===== config.mk =====
export PLATFORM = sky130hd
export DESIGN_NAME = stopwatch_ctrl
export DESIGN_NICKNAME = d
export VERILOG_FILES = /design/src/rtl/stopwatch_pkg.sv /design/src/rtl/stopwatch_lap_fifo.sv /design/src/rtl/stopwatch_ctrl.sv
export SDC_FILE = /design/constraint.sdc
export NUM_CORES = 1
export LEC_CHECK = 0
export CAP_MARGIN = 25
export CORE_MARGIN = 5
export CORE_UTILIZATION = 45
export DETAILED_ROUTE_END_ITERATION = 7
export MAX_ROUTING_LAYER = met4
export PLACE_DENSITY = 0.68
export RECOVER_POWER = 50
export SKIP_CTS_REPAIR_TIMING = 1
export SLEW_MARGIN = 20
export SYNTH_ARGS = -nofsm -noshare
export SYNTH_HDL_FRONTEND = slang
export SYNTH_SLANG_ARGS = --single-unit

===== constraint.sdc =====
create_clock -name clk -period 5 [get_ports clk]
set_input_delay 1.5 -clock clk [delete_from_list [all_inputs] [get_ports clk]]
set_output_delay 1.5 -clock clk [all_outputs]
set_load 0.02 [all_outputs]

===== src/rtl/stopwatch_pkg.sv =====
// Shared encodings and default widths for the stopwatch control slice.
package stopwatch_pkg;

  localparam int unsigned MIN_W_DEF = 8;
  localparam int unsigned SEC_W_DEF = 6;
  localparam int unsigned LAP_W_DEF = MIN_W_DEF + SEC_W_DEF;

  // Bit positions of the buttons in the packed edge/pending vectors
  localparam int unsigned B_START = 0;
  localparam int unsigned B_STOP  = 1;
  localparam int unsigned B_LAP   = 2;
  localparam int unsigned B_CLEAR = 3;

  typedef enum logic [1:0] {
    ST_IDLE    = 2'd0,
    ST_RUNNING = 2'd1,
    ST_PAUSED  = 2'd2
  } sw_state_e;

  typedef enum logic [1:0] {
    OP_START = 2'd0,
    OP_STOP  = 2'd1,
    OP_LAP   = 2'd2,
    OP_CLEAR = 2'd3
  } sw_op_e;

  function automatic int unsigned lap_width(input int unsigned min_w, input int unsigned sec_w);
    return min_w + sec_w;
  endfunction

endpackage


===== src/rtl/stopwatch_lap_fifo.sv =====
// Lap-time FIFO: synchronous push/pop, flush, occupancy count and sticky overflow.
module stopwatch_lap_fifo
  import stopwatch_pkg::*;
#(
  parameter int unsigned DEPTH = 4,
  parameter int unsigned WIDTH = LAP_W_DEF
) (
  input  logic                     clk,
  input  logic                     reset_n,
  input  logic                     push,
  input  logic                     pop,
  input  logic                     flush,
  input  logic [WIDTH-1:0]         din,
  output logic                     valid,
  output logic [WIDTH-1:0]         dout,
  output logic [$clog2(DEPTH):0]   count,
  output logic                     overflow
);

  localparam int unsigned PTR_W = $clog2(DEPTH);

  logic [WIDTH-1:0] mem [DEPTH];
  logic [PTR_W-1:0] wr_ptr;
  logic [PTR_W-1:0] rd_ptr;
  logic [PTR_W:0]   cnt_q;
  logic             ovf_q;
  logic             empty;
  logic             full;
  logic             do_push;
  logic             do_pop;

  always_comb begin
    empty   = (cnt_q == '0);
    full    = (cnt_q == (PTR_W+1)'(DEPTH));
    do_pop  = pop & ~empty;
    // A simultaneous pop frees the slot a full-FIFO push needs
    do_push = push & (~full | do_pop);
  end

  always_ff @(posedge clk or negedge reset_n) begin
    if (!reset_n) begin
      wr_ptr <= '0;
      rd_ptr <= '0;
      cnt_q  <= '0;
      ovf_q  <= 1'b0;
    end else if (flush) begin
      wr_ptr <= '0;
      rd_ptr <= '0;
      cnt_q  <= '0;
      ovf_q  <= 1'b0;
    end else begin
      if (do_push) wr_ptr <= wr_ptr + PTR_W'(1);
      if (do_pop)  rd_ptr <= rd_ptr + PTR_W'(1);
      case ({do_push, do_pop})
        2'b10:   cnt_q <= cnt_q + (PTR_W+1)'(1);
        2'b01:   cnt_q <= cnt_q - (PTR_W+1)'(1);
        default: cnt_q <= cnt_q;
      endcase
      if (push && !do_push) ovf_q <= 1'b1;
    end
  end

  always_ff @(posedge clk) begin
    if (do_push && !flush) mem[wr_ptr] <= din;
  end

  always_comb begin
    valid    = ~empty;
    dout     = empty ? '0 : mem[rd_ptr];
    count    = cnt_q;
    overflow = ovf_q;
  end

endmodule


===== src/rtl/stopwatch_ctrl.sv =====
// Stopwatch command sequencer: button edge detect, button/host arbiter, run-state FSM, lap FIFO.
// Define STOPWATCH_AUTO_LAP_EN to also capture a lap on every STOP taken while running.
module stopwatch_ctrl
  import stopwatch_pkg::*;
#(
  parameter int unsigned LAP_DEPTH = 4,
  parameter int unsigned MIN_W     = MIN_W_DEF,
  parameter int unsigned SEC_W     = SEC_W_DEF
) (
  input  logic                          clk,
  input  logic                          reset_n,
  input  logic                          btn_start,
  input  logic                          btn_stop,
  input  logic                          btn_lap,
  input  logic                          btn_clear,
  input  logic                          cmd_valid,
  input  logic [1:0]                    cmd_op,
  output logic                          cmd_ready,
  output logic                          sw_start,
  output logic                          sw_stop,
  output logic                          sw_reset,
  input  logic [MIN_W-1:0]              minute,
  input  logic [SEC_W-1:0]              seconds,
  output logic [1:0]                    state,
  output logic                          lap_valid,
  input  logic                          lap_ready,
  output logic [MIN_W+SEC_W-1:0]        lap_data,
  output logic [$clog2(LAP_DEPTH):0]    lap_count,
  output logic                          lap_overflow
);

  localparam int unsigned LAP_W = lap_width(MIN_W, SEC_W);

  logic [3:0] btn_lvl;
  logic [3:0] btn_q;
  logic [3:0] rise;
  logic [3:0] pend_q;
  logic [3:0] pend_eff;
  logic [3:0] gnt_btn;
  logic       host_acc;
  logic       gnt_vld;
  sw_op_e     gnt_op;

  sw_state_e  state_q;
  sw_state_e  state_d;
  logic       start_q, start_d;
  logic       stop_q, stop_d;
  logic       reset_q, reset_d;
  logic       lap_push;
  logic       fifo_flush;

  // A fresh edge counts as pending in its own cycle so it can be granted immediately
  always_comb begin
    btn_lvl  = {btn_clear, btn_lap, btn_stop, btn_start};
    rise     = btn_lvl & ~btn_q;
    pend_eff = pend_q | rise;
  end

  assign cmd_ready = reset_n & ~pend_eff[B_CLEAR];
  assign host_acc  = cmd_valid & cmd_ready;

  always_comb begin
    gnt_vld = 1'b0;
    gnt_op  = OP_START;
    gnt_btn = '0;
    if (pend_eff[B_CLEAR]) begin
      gnt_vld          = 1'b1;
      gnt_op           = OP_CLEAR;
      gnt_btn[B_CLEAR] = 1'b1;
    end else if (host_acc) begin
      gnt_vld = 1'b1;
      gnt_op  = sw_op_e'(cmd_op);
    end else if (pend_eff[B_STOP]) begin
      gnt_vld         = 1'b1;
      gnt_op          = OP_STOP;
      gnt_btn[B_STOP] = 1'b1;
    end else if (pend_eff[B_START]) begin
      gnt_vld          = 1'b1;
      gnt_op           = OP_START;
      gnt_btn[B_START] = 1'b1;
    end else if (pend_eff[B_LAP]) begin
      gnt_vld        = 1'b1;
      gnt_op         = OP_LAP;
      gnt_btn[B_LAP] = 1'b1;
    end
  end

  always_ff @(posedge clk or negedge reset_n) begin
    if (!reset_n) begin
      btn_q  <= '0;
      pend_q <= '0;
    end else begin
      btn_q  <= btn_lvl;
      pend_q <= pend_eff & ~gnt_btn;
    end
  end

  // State register with the registered control pulses
  always_ff @(posedge clk or negedge reset_n) begin
    if (!reset_n) begin
      state_q <= ST_IDLE;
      start_q <= 1'b0;
      stop_q  <= 1'b0;
      reset_q <= 1'b0;
    end else begin
      state_q <= state_d;
      start_q <= start_d;
      stop_q  <= stop_d;
      reset_q <= reset_d;
    end
  end

  always_comb begin
    state_d    = state_q;
    start_d    = 1'b0;
    stop_d     = 1'b0;
    reset_d    = 1'b0;
    lap_push   = 1'b0;
    fifo_flush = 1'b0;
    if (gnt_vld) begin
      case (gnt_op)
        OP_CLEAR: begin
          state_d    = ST_IDLE;
          reset_d    = 1'b1;
          fifo_flush = 1'b1;
        end
        OP_START: begin
          if (state_q == ST_IDLE || state_q == ST_PAUSED) begin
            state_d = ST_RUNNING;
            start_d = 1'b1;
          end
        end
        OP_STOP: begin
          if (state_q == ST_RUNNING) begin
            state_d = ST_PAUSED;
            stop_d  = 1'b1;
`ifdef STOPWATCH_AUTO_LAP_EN
            lap_push = 1'b1;
`else
            lap_push = 1'b0;
`endif
          end
        end
        OP_LAP: begin
          if (state_q == ST_RUNNING || state_q == ST_PAUSED) lap_push = 1'b1;
        end
        default: state_d = state_q;
      endcase
    end
  end

  always_comb begin
    sw_start = start_q;
    sw_stop  = stop_q;
    sw_reset = reset_q;
    state    = state_q;
  end

  stopwatch_lap_fifo #(
    .DEPTH (LAP_DEPTH),
    .WIDTH (LAP_W)
  ) u_lap_fifo (
    .clk      (clk),
    .reset_n  (reset_n),
    .push     (lap_push),
    .pop      (lap_ready),
    .flush    (fifo_flush),
    .din      ({minute, seconds}),
    .valid    (lap_valid),
    .dout     (lap_data),
    .count    (lap_count),
    .overflow (lap_overflow)
  );

endmodule


=== Word level (Yosys, flattened, before mapping) ===
Memory sizes are Yosys's and may differ from the RTL's.
Index checks and enable logic that the tools add are counted.

* Output and inout port bits: 25
* Memory bits (writable): 56
* Bits in latches: 0
* Register bits: 21
* Memories kept: 1
* ROM bits: 0

{| class="wikitable"
|+ Memory list
! memory !! words !! width !! read ports !! clocked after Yosys merged registers in !! wr ports !! line !! source
|-
| u_lap_fifo.mem || 4 || 14 || 1 || 0 || 1 || stopwatch_lap_fifo.sv:22 || <nowiki>logic [WIDTH-1:0] mem [DEPTH];</nowiki>
|}

* Add/sub/neg operators: 4
* Eq/ne operators: 10
* Bitwise operators: 13
* Divide/modulo/power cells: 0
* Reduce and logical (&&, ||, !) cells: 15
* Shift-type cells: 0
* Multiply operators: 0
* Mux-type cells: 43
* Magnitude comparators: 0

{| class="wikitable"
|+ Operators with widths
! cell !! number
|-
| 1-bit two-way mux || 26
|-
| 2-bit two-way mux || 11
|-
| 14-bit two-way mux || 1
|-
| 3-bit two-way mux || 3
|-
| 4-bit AND || 2
|-
| 2-bit equality test (second input constant) || 4
|-
| 4-bit inverter || 2
|-
| 2-bit by 1-bit equality test with 1-bit output (second input constant) || 3
|-
| 2-bit one-hot mux with 3 select lines || 1
|-
| 3-bit one-hot mux with 2 select lines || 1
|-
| 2-bit nonzero test || 3
|-
| 3-bit nonzero test || 2
|-
| 2-bit by 1-bit adder with 2-bit output (second input constant) || 2
|-
| 1-bit AND || 4
|-
| 2-bit logical NOT || 2
|-
| 2-bit inequality test (second input constant) || 2
|-
| 4-bit OR || 1
|-
| 4-bit AND reduction || 1
|-
| 3-bit by 1-bit adder with 3-bit output (second input constant) || 1
|-
| 3-bit equality test (second input constant) || 1
|-
| 3-bit logical NOT || 1
|-
| 1-bit inverter || 3
|-
| 3-bit by 1-bit subtractor with 3-bit output (second input constant) || 1
|-
| 1-bit logical AND || 2
|-
| other kinds (3) || 5
|}

=== Logic depth before layout (Yosys ltp) ===
* Depth after elaboration: 16
* Gate-level depth with buffers: 12

=== By module ===
From an unflattened synthesis, not the netlist that was laid out.

* Cell total of the unflattened synthesis: 211
* Area, all modules: 3330.7 um^2

{| class="wikitable"
|+ Modules (own cells, without submodules)
! module !! sequential area each (um^2) !! instances !! cells an instance !! area each (um^2)
|-
| stopwatch_lap_fifo || 1881.8 || 1 || 155 || 2716.4
|-
| stopwatch_ctrl || 300.3 || 1 || 56 || 614.3
|}

=== Worst setup path after synthesis ===
OpenSTA, ideal clock, no wires.

* Path kind: input -> register
* From: input btn_stop
* To: register u_lap_fifo.cnt_q[2] (netlist: u_lap_fifo.count[2])
* Data arrival time: 3.931 ns
* Stages on the path: 10
* Buffers on the path: 1
* Setup slack: 1.000 ns
* Path through: nor2b_4 a2111o_1 o311a_1 and4bb_1 buf_6 nor2_1 fa_1 or4_1 a211o_1 nand3_1

* Word-level cells in the longest chain between the ends: 12

{| class="wikitable"
|+ RTL lines
! item !! line !! source
|-
| start: declaration || stopwatch_ctrl.sv:13 || <nowiki>input logic btn_stop,</nowiki>
|-
| 4-bit AND (*) || stopwatch_ctrl.sv:55 || <nowiki>rise = btn_lvl & ~btn_q;</nowiki>
|-
| 4-bit OR (*) || stopwatch_ctrl.sv:56 || <nowiki>pend_eff = pend_q | rise;</nowiki>
|-
| 2-bit two-way mux || stopwatch_ctrl.sv:73 || <nowiki>end else if (pend_eff[B_STOP]) begin</nowiki>
|-
| 2-bit two-way mux || stopwatch_ctrl.sv:70 || <nowiki>end else if (host_acc) begin</nowiki>
|-
| 2-bit two-way mux || stopwatch_ctrl.sv:66 || <nowiki>if (pend_eff[B_CLEAR]) begin</nowiki>
|-
| 2-bit equality test || stopwatch_ctrl.sv:121 || <nowiki>case (gnt_op)</nowiki>
|-
| 1-bit two-way mux || - ||
|-
| 1-bit two-way mux || stopwatch_ctrl.sv:120 || <nowiki>if (gnt_vld) begin</nowiki>
|-
| 1-bit AND || stopwatch_lap_fifo.sv:37 || <nowiki>do_push = push & (~full | do_pop);</nowiki>
|-
| 2-bit by 1-bit equality test with 1-bit output or 2-bit equality test (tied branches) || stopwatch_lap_fifo.sv:54 || <nowiki>case ({do_push, do_pop})</nowiki>
|-
| 3-bit one-hot mux with 2 select lines || stopwatch_lap_fifo.sv:54 ||
|-
| 3-bit two-way mux || stopwatch_lap_fifo.sv:46 || <nowiki>end else if (flush) begin</nowiki>
|-
| end signal: assignment || stopwatch_lap_fifo.sv:55 || <nowiki>2'b10: cnt_q <= cnt_q + (PTR_W+1)'(1);</nowiki>
|-
| end signal: assignment || stopwatch_lap_fifo.sv:56 || <nowiki>2'b01: cnt_q <= cnt_q - (PTR_W+1)'(1);</nowiki>
|-
| end signal: assignment || stopwatch_lap_fifo.sv:57 || <nowiki>default: cnt_q <= cnt_q;</nowiki>
|-
| end: declaration || stopwatch_lap_fifo.sv:25 || <nowiki>logic [PTR_W:0] cnt_q;</nowiki>
|}

Every way passes the cells marked *; elsewhere a longest branch is shown, timed or not.
A chain may end at the register's enable or synchronous reset.

=== Worst setup path after layout ===
* From: input btn_clear
* To: output cmd_ready

* Word-level cells in the longest chain between the ends: 4

{| class="wikitable"
|+ RTL lines
! item !! line !! source
|-
| start: declaration || stopwatch_ctrl.sv:15 || <nowiki>input logic btn_clear,</nowiki>
|-
| 4-bit AND || stopwatch_ctrl.sv:55 ||
|-
| 4-bit OR || stopwatch_ctrl.sv:56 ||
|-
| 1-bit inverter || stopwatch_ctrl.sv:59 || <nowiki>assign cmd_ready = reset_n & ~pend_eff[B_CLEAR];</nowiki>
|-
| 1-bit AND || stopwatch_ctrl.sv:59 ||
|-
| end: declaration || stopwatch_ctrl.sv:18 || <nowiki>output logic cmd_ready,</nowiki>
|}

Every way passes these cells.

==> flow_summary.json <==
{
  "status": "finished, final reports clean",
  "ys_ff_latch": 76,
  "portBuffers": 48,
  "grt_overflow": 0,
  "ys_top_cells_by_area": "edfxtp_1 52%, dfrtp_1 16%, mux4_2 9.8%",
  "drt_iter0_drc": 70,
  "required_ps": 3500,
  "grt_usage_pct": 14.1,
  "synthArstFlopShare_pct": 26.3,
  "grt_pass1_vias": 1850,
  "fin_ws_ps": 553,
  "setup_viol": 0,
  "cts_buffer_depth": 2,
  "synth_top_cell_by_area": "edfxtp_1",
  "fillCellCount": 536,
  "antenna_found_initial": 0,
  "avgViaCountPerCell": 4.94,
  "avgSynthCellArea_um2": 16.4,
  "clk_latency_ps": 340,
  "critPathSlowestCell": "clkdlybuf4s50_1",
  "num_rows": 30,
  "crit_path_max_fanout": 3,
  "coreArea_um2": 6870,
  "drc": 0,
  "synth_edf_count": 56,
  "path_clk_slew_ps": 80,
  "r2r_cells": 9,
  "die_w_um": 94.6,
  "fp.dieH_um": 94.6,
  "cts_tree": "done",
  "crit_path_end_kind": "output port",
  "yosysWarnings": 0,
  "syn-num-nets": 228,
  "drt-total-wl_um": 5560,
  "ys.flop_type": "edfxtp_1",
  "min_period_ps": 4450,
  "diodes": 0,
  "leakagePower_uw": 0.00147,
  "synthCells": 196,
  "multi_input_area_um2": 962,
  "cp-start-kind": "input port",
  "whs_ps": 500,
  "timing.max_slew.rel_slack_pct": 52.6,
  "areaGrowthSynthToFinish_pct": 25.3,
  "criticalPathCategory": "input port to output port",
  "htree_levels": 3,
  "hold_viol": 0,
  "drive_gt1_share_pct": 16.0,
  "cts-root-buf": "clkbuf_8",
  "hp-class": "register to register",
  "regArea_um2": 2180,
  "cp_slowest_stage_delay_ps": 600,
  "synth_area_um2": 3220,
  "maxCapViolations": 0,
  "wl_per_cell_um": 15.5,
  "crit_path_cell_trace": "dlygate4sd3_1, nand2b_1, and2_1, clkdlybuf4s50_1",
  "fin_worst_skew_ps": 10.4,
  "gp_congestion": 0.747,
  "start_util_pct": 46.8,
  "grt_max_degree": 18,
  "fmax_mhz": 225,
  "synth_top_area_share_pct": 52.3,
  "seq_area_frac_synth_pct": 67.8,
  "num_io_pins": 49,
  "cts_buffers": 9,
  "clock_sinks": 76,
  "hold_depth": 2,
  "antenna_left": 0,
  "hpwl_um": 3890,
  "grt_pass1_wl_um": 9070,
  "tightest_slew_ps": 711,
  "slew_viol_final": 0,
  "finalCritPeriodShare_pct": 88.9,
  "die_area_um2": 8940,
  "cpLargestDelayFamily": "buffers and inverters",
  "pre_cts_ws_ps": 569,
  "synth_cell_types": 41,
  "vdd_drop_max_mv": 0.191,
  "pwr_density_cell_nw_per_um2": 479,
  "tns_ps": 0,
  "arrival_ps": 2950,
  "synth_common_cells": "56 x edfxtp_1, 20 x and2_1, 20 x dfrtp_1",
  "num_vias": 1770,
  "rsz0062_at_grt": "false",
  "worst-path-stages": 4,
  "crit_buf_inv": 2,
  "nNetsFinal": 289,
  "yosysMostFrequentCell": "edfxtp_1",
  "drt_pass1_iterations": 4
}
sequential cells by signal, summed over array words and instances, names as in the netlist:
signal and cells:
u_lap_fifo.overflow 1, u_lap_fifo.count 3, state 2, sw_reset 1, sw_stop 1, u_lap_fifo.wr_ptr 2, btn_q 4, pend_q 3
sw_start 1, u_lap_fifo.mem 56, u_lap_fifo.rd_ptr 2
where the power goes:
part / leakage (uW) / total, uW / internal, uW / switching, uW
clock: 0.0000939 / 462 / 233 / 229
combinational: 0.000619 / 662 / 348 / 314
sequential: 0.000761 / 806 / 733 / 72.9
total: 0.00147 / 1930 / 1310 / 616
per-stage QoR:
stage / instance area (um2) / cells / utilization (%) / power, uW
after CTS: 4050 / 358 / 58.9 / 1960
after global routing: 4030 / 358 / 58.7 / 2040
after global placement: 3850 / 342 / 56.0 / 1500
after floorplan: 3220 / 196 / - / 1230
after detailed placement: 3850 / 342 / 56.0 / 1500
final: 4030 / 358 / 58.7 / 1930
final cells by class:
cell class,instances,share of cell area (%)
clock buffers,9,3.07
clock inverters,7,1.86
inverters,9,0.838
multi-input cells,105,23.9
flip-flops and latches,76,54.1
well taps,96,2.98
repair buffers,56,13.2
worst reg2reg max path: stages, from the launching register on:
cell and delay, ps:
dfrtp_1 320, inv_1 50, a2111o_1 440, o311a_1 330
and4bb_1 280, nor2_1 60, fa_1 410, or4_1 530
a211o_1 260, nand3_1 60
per-layer routing:
metal  vias to the layer above  track usage, %  routed length (um)
met4                         0            6.85                  97
met5                         -               -                   0
met2                        35            22.5                2870
li1                        856               -                   -
met3                         9            2.71                 209
met1                       870            17.3                2380
worst paths after layout:
kind	start	end	slack (ps)
worst max-delay path	btn_clear	cmd_ready	550
min in group asynchronous	reset_n	btn_q[3]	1720
worst max register to register	btn_q[0]	u_lap_fifo.count[2]	2190
worst min register to register	u_lap_fifo.overflow	u_lap_fifo.overflow	500
max in group asynchronous	reset_n	u_lap_fifo.rd_ptr[0]	2920
worst min-delay path	u_lap_fifo.overflow	u_lap_fifo.overflow	500
cell families (layout without fill, tap and decap cells):
| family | after synthesis | count (layout) | synth area share [%] |
|---|---|---|---|
| DFF | 76 | 76 | 67.8 |
| and+or+nand+nor | 58 | 58 | 10.3 |
| muxes | 19 | 19 | 11.7 |
| AOI/OAI and AO/OA | 18 | 18 | 4.32 |
| buffers and inverters | 15 | 81 | 2.02 |
| adders and majority gates | 8 | 8 | 3.34 |
| xor gates and xnor gates | 2 | 2 | 0.545 |
placed cells by master (no fill, tap or decap), types with 4 or more instances in the layout:
master	instances
clkbuf_8	9
nor2_1	10
dlygate4sd3_1	23
mux4_2	14
clkdlybuf4s50_1	25
dfrtp_1	20
edfxtp_1	56
a21oi_1	5
and2_1	19
ha_1	7
inv_1	8
nand3_1	4
nand2_1	8
buf_4	6
(Power assumes the default switching activity.)
